$ cat src/rtl/puf_measure_ctrl.sv
// rtl/puf_measure_ctrl.sv - ring-oscillator PUF measurement sequencer
module puf_measure_ctrl #(
    parameter int N_BITS = 8,
    parameter int SEL_W  = 3,
    parameter int WINDOW = 12,
    parameter int SETTLE = 4,
    parameter int CNT_W  = 4
) (
    input  logic                      clk,
    input  logic                      reset,
    input  logic                      start,
    input  logic [N_BITS*SEL_W-1:0]   challenge,
    input  logic [CNT_W-1:0]          count0,
    input  logic [CNT_W-1:0]          count1,
    output logic [SEL_W-1:0]          ro_sel,
    output logic                      ro_en,
    output logic                      cnt_reset,
    output logic                      busy,
    output logic                      done,
    output logic [N_BITS-1:0]         response,
    output logic [N_BITS-1:0]         tie_mask
);

    localparam int IDX_W = (N_BITS > 1) ? $clog2(N_BITS) : 1;
    localparam int TMR_W = $clog2(WINDOW + SETTLE + 2);

    localparam logic [2:0] S_IDLE   = 3'd0;
    localparam logic [2:0] S_CLR    = 3'd1;
    localparam logic [2:0] S_RUN    = 3'd2;
    localparam logic [2:0] S_SETTLE = 3'd3;
    localparam logic [2:0] S_SAMPLE = 3'd4;
    localparam logic [2:0] S_DECIDE = 3'd5;
    localparam logic [2:0] S_DONE   = 3'd6;

    logic [2:0]              state_q, state_d;
    logic [TMR_W-1:0]        tmr_q, tmr_d;
    logic [IDX_W-1:0]        idx_q, idx_d;
    logic [N_BITS*SEL_W-1:0] chal_q, chal_d;
    logic [CNT_W-1:0]        cap0_q, cap0_d, cap1_q, cap1_d;
    logic [N_BITS-1:0]       resp_q, resp_d, tie_q, tie_d;
    logic [SEL_W-1:0]        ro_sel_q, ro_sel_d;
    logic                    ro_en_q, ro_en_d;
    logic                    cnt_reset_q, cnt_reset_d;
    logic                    busy_q, busy_d;
    logic                    done_q, done_d;

    always_comb begin
        state_d = state_q;
        tmr_d   = tmr_q;
        idx_d   = idx_q;
        chal_d  = chal_q;
        cap0_d  = cap0_q;
        cap1_d  = cap1_q;
        resp_d  = resp_q;
        tie_d   = tie_q;
        case (state_q)
            S_IDLE: begin
                if (start) begin
                    chal_d  = challenge;
                    resp_d  = '0;
                    tie_d   = '0;
                    idx_d   = '0;
                    tmr_d   = '0;
                    state_d = S_CLR;
                end
            end
            S_CLR: begin
                if (tmr_q == TMR_W'(1)) begin
                    tmr_d   = '0;
                    state_d = S_RUN;
                end else begin
                    tmr_d = tmr_q + 1'b1;
                end
            end
            S_RUN: begin
                if (tmr_q == TMR_W'(WINDOW - 1)) begin
                    tmr_d   = '0;
                    state_d = S_SETTLE;
                end else begin
                    tmr_d = tmr_q + 1'b1;
                end
            end
            S_SETTLE: begin
                if (tmr_q == TMR_W'(SETTLE - 1)) begin
                    tmr_d   = '0;
                    state_d = S_SAMPLE;
                end else begin
                    tmr_d = tmr_q + 1'b1;
                end
            end
            S_SAMPLE: begin
                cap0_d  = count0;
                cap1_d  = count1;
                state_d = S_DECIDE;
            end
            S_DECIDE: begin
                resp_d[idx_q] = (cap0_q > cap1_q);
                tie_d[idx_q]  = (cap0_q == cap1_q);
                if (idx_q == IDX_W'(N_BITS - 1)) begin
                    state_d = S_DONE;
                end else begin
                    idx_d   = idx_q + 1'b1;
                    state_d = S_CLR;
                end
            end
            S_DONE:  state_d = S_IDLE;
            default: state_d = S_IDLE;
        endcase
    end

    // Outputs are decoded from the next state so they register in step with it.
    always_comb begin
        ro_sel_d = ro_sel_q;
        if (state_d == S_CLR) begin
            for (int i = 0; i < N_BITS; i++) begin
                if (idx_d == i[IDX_W-1:0]) begin
                    ro_sel_d = chal_d[i*SEL_W +: SEL_W];
                end
            end
        end
        ro_en_d     = (state_d == S_RUN);
        cnt_reset_d = (state_d == S_IDLE) || (state_d == S_CLR) || (state_d == S_DONE);
        busy_d      = (state_d == S_CLR) || (state_d == S_RUN) || (state_d == S_SETTLE) ||
                      (state_d == S_SAMPLE) || (state_d == S_DECIDE);
        done_d      = (state_d == S_DONE);
    end

    always_ff @(posedge clk or posedge reset) begin
        if (reset) begin
            state_q     <= S_IDLE;
            tmr_q       <= '0;
            idx_q       <= '0;
            chal_q      <= '0;
            cap0_q      <= '0;
            cap1_q      <= '0;
            resp_q      <= '0;
            tie_q       <= '0;
            ro_sel_q    <= '0;
            ro_en_q     <= 1'b0;
            cnt_reset_q <= 1'b1;
            busy_q      <= 1'b0;
            done_q      <= 1'b0;
        end else begin
            state_q     <= state_d;
            tmr_q       <= tmr_d;
            idx_q       <= idx_d;
            chal_q      <= chal_d;
            cap0_q      <= cap0_d;
            cap1_q      <= cap1_d;
            resp_q      <= resp_d;
            tie_q       <= tie_d;
            ro_sel_q    <= ro_sel_d;
            ro_en_q     <= ro_en_d;
            cnt_reset_q <= cnt_reset_d;
            busy_q      <= busy_d;
            done_q      <= done_d;
        end
    end

    assign ro_sel    = ro_sel_q;
    assign ro_en     = ro_en_q;
    assign cnt_reset = cnt_reset_q;
    assign busy      = busy_q;
    assign done      = done_q;
    assign response  = resp_q;
    assign tie_mask  = tie_q;

endmodule

$ cat config.mk
export PLATFORM = sky130hd
export DESIGN_NAME = puf_measure_ctrl
export DESIGN_NICKNAME = d
export VERILOG_FILES = /design/src/rtl/puf_measure_ctrl.sv
export SDC_FILE = /design/constraint.sdc
export NUM_CORES = 1
export LEC_CHECK = 0
export ABC_AREA = 0
export ABC_CLOCK_PERIOD_IN_PS = 3700
export CAP_MARGIN = 0
export CORE_MARGIN = 2
export CORE_UTILIZATION = 50
export DETAILED_ROUTE_END_ITERATION = 7
export PLACE_DENSITY = 0.74
export RECOVER_POWER = 50
export REMOVE_ABC_BUFFERS = 1
export SYNTH_ARGS = -nofsm -noshare
export SYNTH_HDL_FRONTEND = slang
export SYNTH_SLANG_ARGS = --single-unit
$ cat constraint.sdc
create_clock -name clk -period 3.7 [get_ports clk]
set_clock_uncertainty 0.1 [all_clocks]
set_input_delay 0.925 -clock clk [delete_from_list [all_inputs] [get_ports clk]]
set_output_delay 0.925 -clock clk [all_outputs]
set_load 0.03 [all_outputs]
==> metrics.txt, run 1 <==
status=finished, violations left; failing checks=capacitance limit, slew limit; DR pass1 iterations=4; post-route cell area=4015 um^2; Fill cells=549; area of the die=7152 um^2; CP required=3.84 ns; # placed instances=457; DR vias=2573; area post-placement=3854 um^2; part of the Yosys area used for sequential elements=50.93%; setup violators final=0; per-cell routed wire length=14.71 um; Starting Density=51.41%; core area=6314 um^2; WL met1=3.263 mm; Congestion Overflow GR=0; hold buffer count at cts=0; largest net degree at the start of global routing=67; Final nets=433; top sig layer=met4; async set-reset flop share out of synthesis=100.0%; Clock transition at path regs=0.07 ns; area of the multi-input gates=1448 um^2; Routed Antenna Nets=0; die width=84.57 um; Seq cells post-synth=66; commonest non-fill, non-tap cell in the layout=nand2_1; CP endpoint kind=flop; TritonCTS Buffers=9; clock latency on the worst-skew pair=0.34 ns; area delta synth->final=23.71%; initial antenna violation count=0; CP max FO=22; Max VDD drop=406.5 uV; WL final=6.959 mm; Hold Worst Slack=0.3779 ns; Post-synth top flop=dfrtp_1; Syn Std Cell Area=3246 um^2; Leak=1.769 nW; warnings from Yosys=0; Worst Max-Slew Pin Slew=1.613 ns; Post-Layout Cell Count=473; H-tree depth=3; number of max-cap violations=1; post_cts resized=0; setup tns final=0 ns; ANT cells=0; number of flops mapped to enable cells by yosys=0; RD Place Congestion=0.8475; input/output buffers=57; HPWL after DPL=4.958 mm; first-pass GRT wire length=11.61 mm; DR iter-0 viols=175; Max Transition Viols Final=67; cells after synthesis=337; FMAX=342.1 MHz; min-delay worst type=reg -> reg; CTS Sinks=66; unrepaired setup endpoints after global routing=false; fin crit period=2.923 ns; Hold Violations, Final=0; commonest cells after routing, fill and taps aside=nand2_1 (69), dfrtp_1 (65), clkdlybuf4s50_1 (56), o21ai_0 (26), nand3_1 (19); num rows=29; DR WL met3=298 um; DRC errors left=0; gr usage total=20.27%; layout cell share with drive strength beyond 1=8.586%; I/O Pins=58; clk buf depth=2; vias in the first global route=2483; syn_area_per_cell=9.631 um^2; Via density=5.440; worst rel slew slack=-7.566%; Final Total Pwr=2.699 mW; clk root buf=clkbuf_8; FF+latch area=1653 um^2; Post-CTS Setup Inserts=0; Startpoint Class=input port; Die Y=84.57 um; Cell variety after synth=48; Power per Cell Area=672.3 nW/um^2; met2 wire len=3.301 mm; final worst-path cycle share=78.99%; CTS tree=built; Setup CP Type=in -> reg; Worst EP arrival=3.06 ns
-- worst paths after layout --
path,start,to,slack [ns],cells past startpoint
max,start,ro_sel[2]$_DFFE_PP0P_,0.78,8
min,chal_q[12]$_DFF_PP0_,chal_q[12]$_DFF_PP0_,0.38,2
max reg2reg,state_q[0]$_DFF_PP0_,ro_sel[2]$_DFFE_PP0P_,1.22,7
min reg2reg,chal_q[12]$_DFF_PP0_,chal_q[12]$_DFF_PP0_,0.38,2
max in group asynchronous,reset,chal_q[9]$_DFF_PP0_,1.05,3
min in group asynchronous,reset,cap0_q[1]$_DFFE_PP0N_,1.49,3
-- cell usage after synthesis (3+ instances only) --
cell,n,area share [%]
inv_1,13,1.5
mux2_2,10,3.5
clkbuf_1,9,1.0
a21o_1,3,0.69
nand3_1,19,2.9
buf_2,5,0.77
o22ai_1,5,0.96
a21oi_1,9,1.4
ha_1,7,2.7
mux2i_1,14,4.3
nor2_1,16,1.9
nor3_1,8,1.2
nor3b_1,4,0.93
o21ai_0,26,4.0
nand3b_1,5,1.2
o31ai_1,4,0.93
nand4_1,7,1.3
dfrtp_1,65,50
nand2_1,69,8.0
-- worst max-delay path: stages --
cell	delay (ns)
clkdlybuf4s50_1	0.55
or4b_1	0.66
buf_4	0.30
nand2_1	0.09
nand2_1	0.07
mux2i_1	0.15
a221oi_1	0.10
a22o_1	0.21
-- flip-flops by register name, indices dropped and copies added, names as in the netlist --
register and count:
done 1, ro_sel 3, idx_q 3, state_q 3, tmr_q 5, response 8, tie_mask 8, cap1_q 4
ro_en 1, busy 1, cap0_q 4, cnt_reset 1, chal_q 24
-- routing by layer --
layer  GRT usage, %  vias to the layer above
li1               -                     1284
met1          26.64                     1217
met2          33.64                       62
met3          5.506                       10
met4          4.906                        0
met5              0                        -
-- where the power goes --
group	internal, mW	switching, mW
Combinational	0.453	0.581
Sequential	0.964	0.182
Clock	0.259	0.260
Total	1.68	1.02
-- kinds of logic (layout without fill, tap and decap cells) --
logic type               after synthesis  in the layout  synth area share, %
buffers and inverters                 32             91                4.472
multiplexers                          25             25                8.250
adder cells (fa/ha/maj)                7              7                2.698
XOR/XNOR                               1              1               0.2699
AND/OR/NAND/NOR                      144            144                21.47
flip-flops                            66             66                50.93
AO/OA/AOI/OAI                         62             62                11.91
-- final cells by class --
cell class | instances | share of cell area, %
Tap cell | 77 | 2.400
Inverter | 13 | 1.215
Timing Repair Buffer | 62 | 15.08
Multi-Input combinational cell | 239 | 36.05
Clock inverter | 3 | 0.3739
Sequential cell | 66 | 41.17
Clock buffer | 13 | 3.708
-- through the flow --
stage,setup WS (ns),utilization [%]
2_1_floorplan,0.8394,-
3_3_place_gp,0.4956,61.04
3_5_place_dp,0.4160,61.04
4_1_cts,0.7940,63.63
5_1_grt,0.5798,63.59
6_report,0.7773,63.59
Note: power is estimated with default switching activity, not from simulation.
==> inputs of run 2 (changes only) <==
ABC_CLOCK_PERIOD_IN_PS = 2500   (was 3700)
CORE_UTILIZATION = 47   (was 50)
PLACE_DENSITY = 0.73   (was 0.74)
clock period = 2.5 ns   (was 3.7 ns; I/O delays follow)
==> run 2 against run 1 <==
Net effect: the run now ends clean; largest cell class unchanged; non-clock buffer count grew 28; final area is 7.4% higher; total power increased by 68%; sequential cell count unchanged; sequential share of layout area shrank 2.8 points; critical endpoint unchanged; sequential power grew 41%; hold slack gained 0.0040 ns; via count grew 4.9%.
==> metrics.txt, run 2 (synthesis gave the netlist of run 1 again) <==
vias in the first global route=2763; Hold Violations, Final=0; clk buf depth=2; setup violators final=0; RD Place Congestion=0.8071; cells along the critical path=ha_1 -> nor4b_1 -> a221oi_1 -> a221o_1 -> nand3b_1 -> a221oi_1 -> a22o_1; max FFs per register=24; DR WL met3=346 um; CP max FO=6; core area=6756 um^2; final worst-path cycle share=92.92%; Setup CP Type=reg -> reg; Largest Register=chal_q; hold buffer count at cts=0; setup ws final=0.1771 ns; worst rel slew slack=44.12%; Final nets=461; Max Transition Viols Final=0; initial antenna violation count=0; gr usage total=21.38%; top sig layer=met4; Worst EP arrival=2.46 ns; number of max-cap violations=0; Clock transition at path regs=0.07 ns; Routed Antenna Nets=0; ANT cells=0; per-cell routed wire length=14.57 um; Post-Layout Cell Count=504; critical path's slowest cell=dfrtp_1; largest stage delay on the critical path=0.41 ns; Startpoint Class=flop; Fill cells=544; layout cell share with drive strength beyond 1=14.39%; area delta synth->final=32.81%; met2 wire len=3.698 mm; DRC errors left=0; DR pass1 iterations=4; TritonCTS Buffers=9; Die Y=87.10 um; Max VDD drop=503.3 uV; largest net degree at the start of global routing=25; Worst Path Buf+Inv=0; commonest non-fill, non-tap cell in the layout=nand2_1; fin crit period=2.323 ns; Starting Density=48.04%; HPWL after DPL=5.306 mm; die width=87.10 um; H-tree depth=3; status=complete, no violations; setup tns final=0 ns; area of the die=7586 um^2; commonest cells after routing, fill and taps aside=nand2_1 (69), dfrtp_1 (65), clkdlybuf4s50_1 (55), o21ai_0 (26), buf_4 (25); Leak=1.931 nW; DR iter-0 viols=162; min-delay worst type=reg -> reg; dpl ws=-0.4434 ns; WL met1=3.208 mm; CTS tree=built; CP required=2.63 ns; Largest delay share family, worst path=compound AO/OA/AOI/OAI gates; unrepaired setup endpoints after global routing=false; clk root buf=clkbuf_8; Worst Max-Slew Pin Slew=0.8373 ns; num rows=30; Via density=5.355; Power per Cell Area=1050 nW/um^2; clock latency on the worst-skew pair=0.35 ns; CP endpoint kind=flop; Hold Worst Slack=0.3819 ns; Congestion Overflow GR=0; FMAX=430.5 MHz; most frequent CP cell=a221oi_1; I/O Pins=58; first-pass GRT wire length=12.67 mm; CTS Sinks=66; input/output buffers=57; WL final=7.341 mm; DR vias=2699; # placed instances=482
run 2: cell count changes in the layout (fill, tap and decap cells not counted), sizes merged:
cell / delta
buf: +23
bufinv: +3
clkbuf: +2
clkinv: -2
clkdlybuf4s50: -1
clkinvlp: +1
dlymetal6s2s: +1
inv: +1
run 2: path summary, 6_finish.rpt:
| kind | startpoint | cells past startpoint | slack (ns) | endpoint |
|---|---|---|---|---|
| min | chal_q[3]$_DFF_PP0_ | 2 | 0.38 | chal_q[3]$_DFF_PP0_ |
| max in group asynchronous | reset | 3 | 0.44 | chal_q[19]$_DFF_PP0_ |
| min reg2reg | chal_q[3]$_DFF_PP0_ | 2 | 0.38 | chal_q[3]$_DFF_PP0_ |
| min in group asynchronous | reset | 2 | 0.77 | cap0_q[1]$_DFFE_PP0N_ |
| max reg2reg | tmr_q[0]$_DFFE_PP0P_ | 7 | 0.18 | ro_sel[2]$_DFFE_PP0P_ |
| max | tmr_q[0]$_DFFE_PP0P_ | 7 | 0.18 | ro_sel[2]$_DFFE_PP0P_ |
run 2: cell type report:
cell class	instances	area, um^2	share of cell area (%)
flip-flops and latches	66	1653	38.35
well taps	80	100.1	2.322
clock buffers	10	127.6	2.961
clock inverters	6	115.1	2.671
inverters	13	48.80	1.132
repair buffers	90	817.0	18.96
multi-input cells	239	1449	33.61
run 2: through the flow:
stage | power [mW] | instance area (um^2) | utilization [%]
after global routing | 4.857 | 4310 | 63.80
after detailed placement | 3.415 | 4048 | 59.91
after CTS | 4.547 | 4322 | 63.96
final | 4.527 | 4310 | 63.80
after global placement | 3.359 | 4048 | 59.91
after floorplan | 2.752 | 3149 | -
run 2: layer usage:
layer  track usage (%)  up-vias
met5                 0        -
met4             6.154        0
met3             5.877        8
met2             35.53       66
met1             27.50     1289
li1                  -     1336
run 2: where the power goes:
part	leakage, nW	total [mW]	internal [mW]	switching, mW
clock network	0.117	1.09	0.666	0.423
logic	0.974	1.82	0.831	0.989
registers	0.840	1.62	1.43	0.192
run 2: repair_timing:
item / CTS / global route
setup endpoints to repair: 1 / 3
resized for setup: 2 / 3
setup buffers: 2 / 4
pin swaps: 0 / 2
cloned: 1 / 0
run 2: tightest hold or removal path, cell delays in order (launching register included):
cell     delay [ns]
dfrtp_1        0.34
nand2_1        0.05
nand2_1        0.06
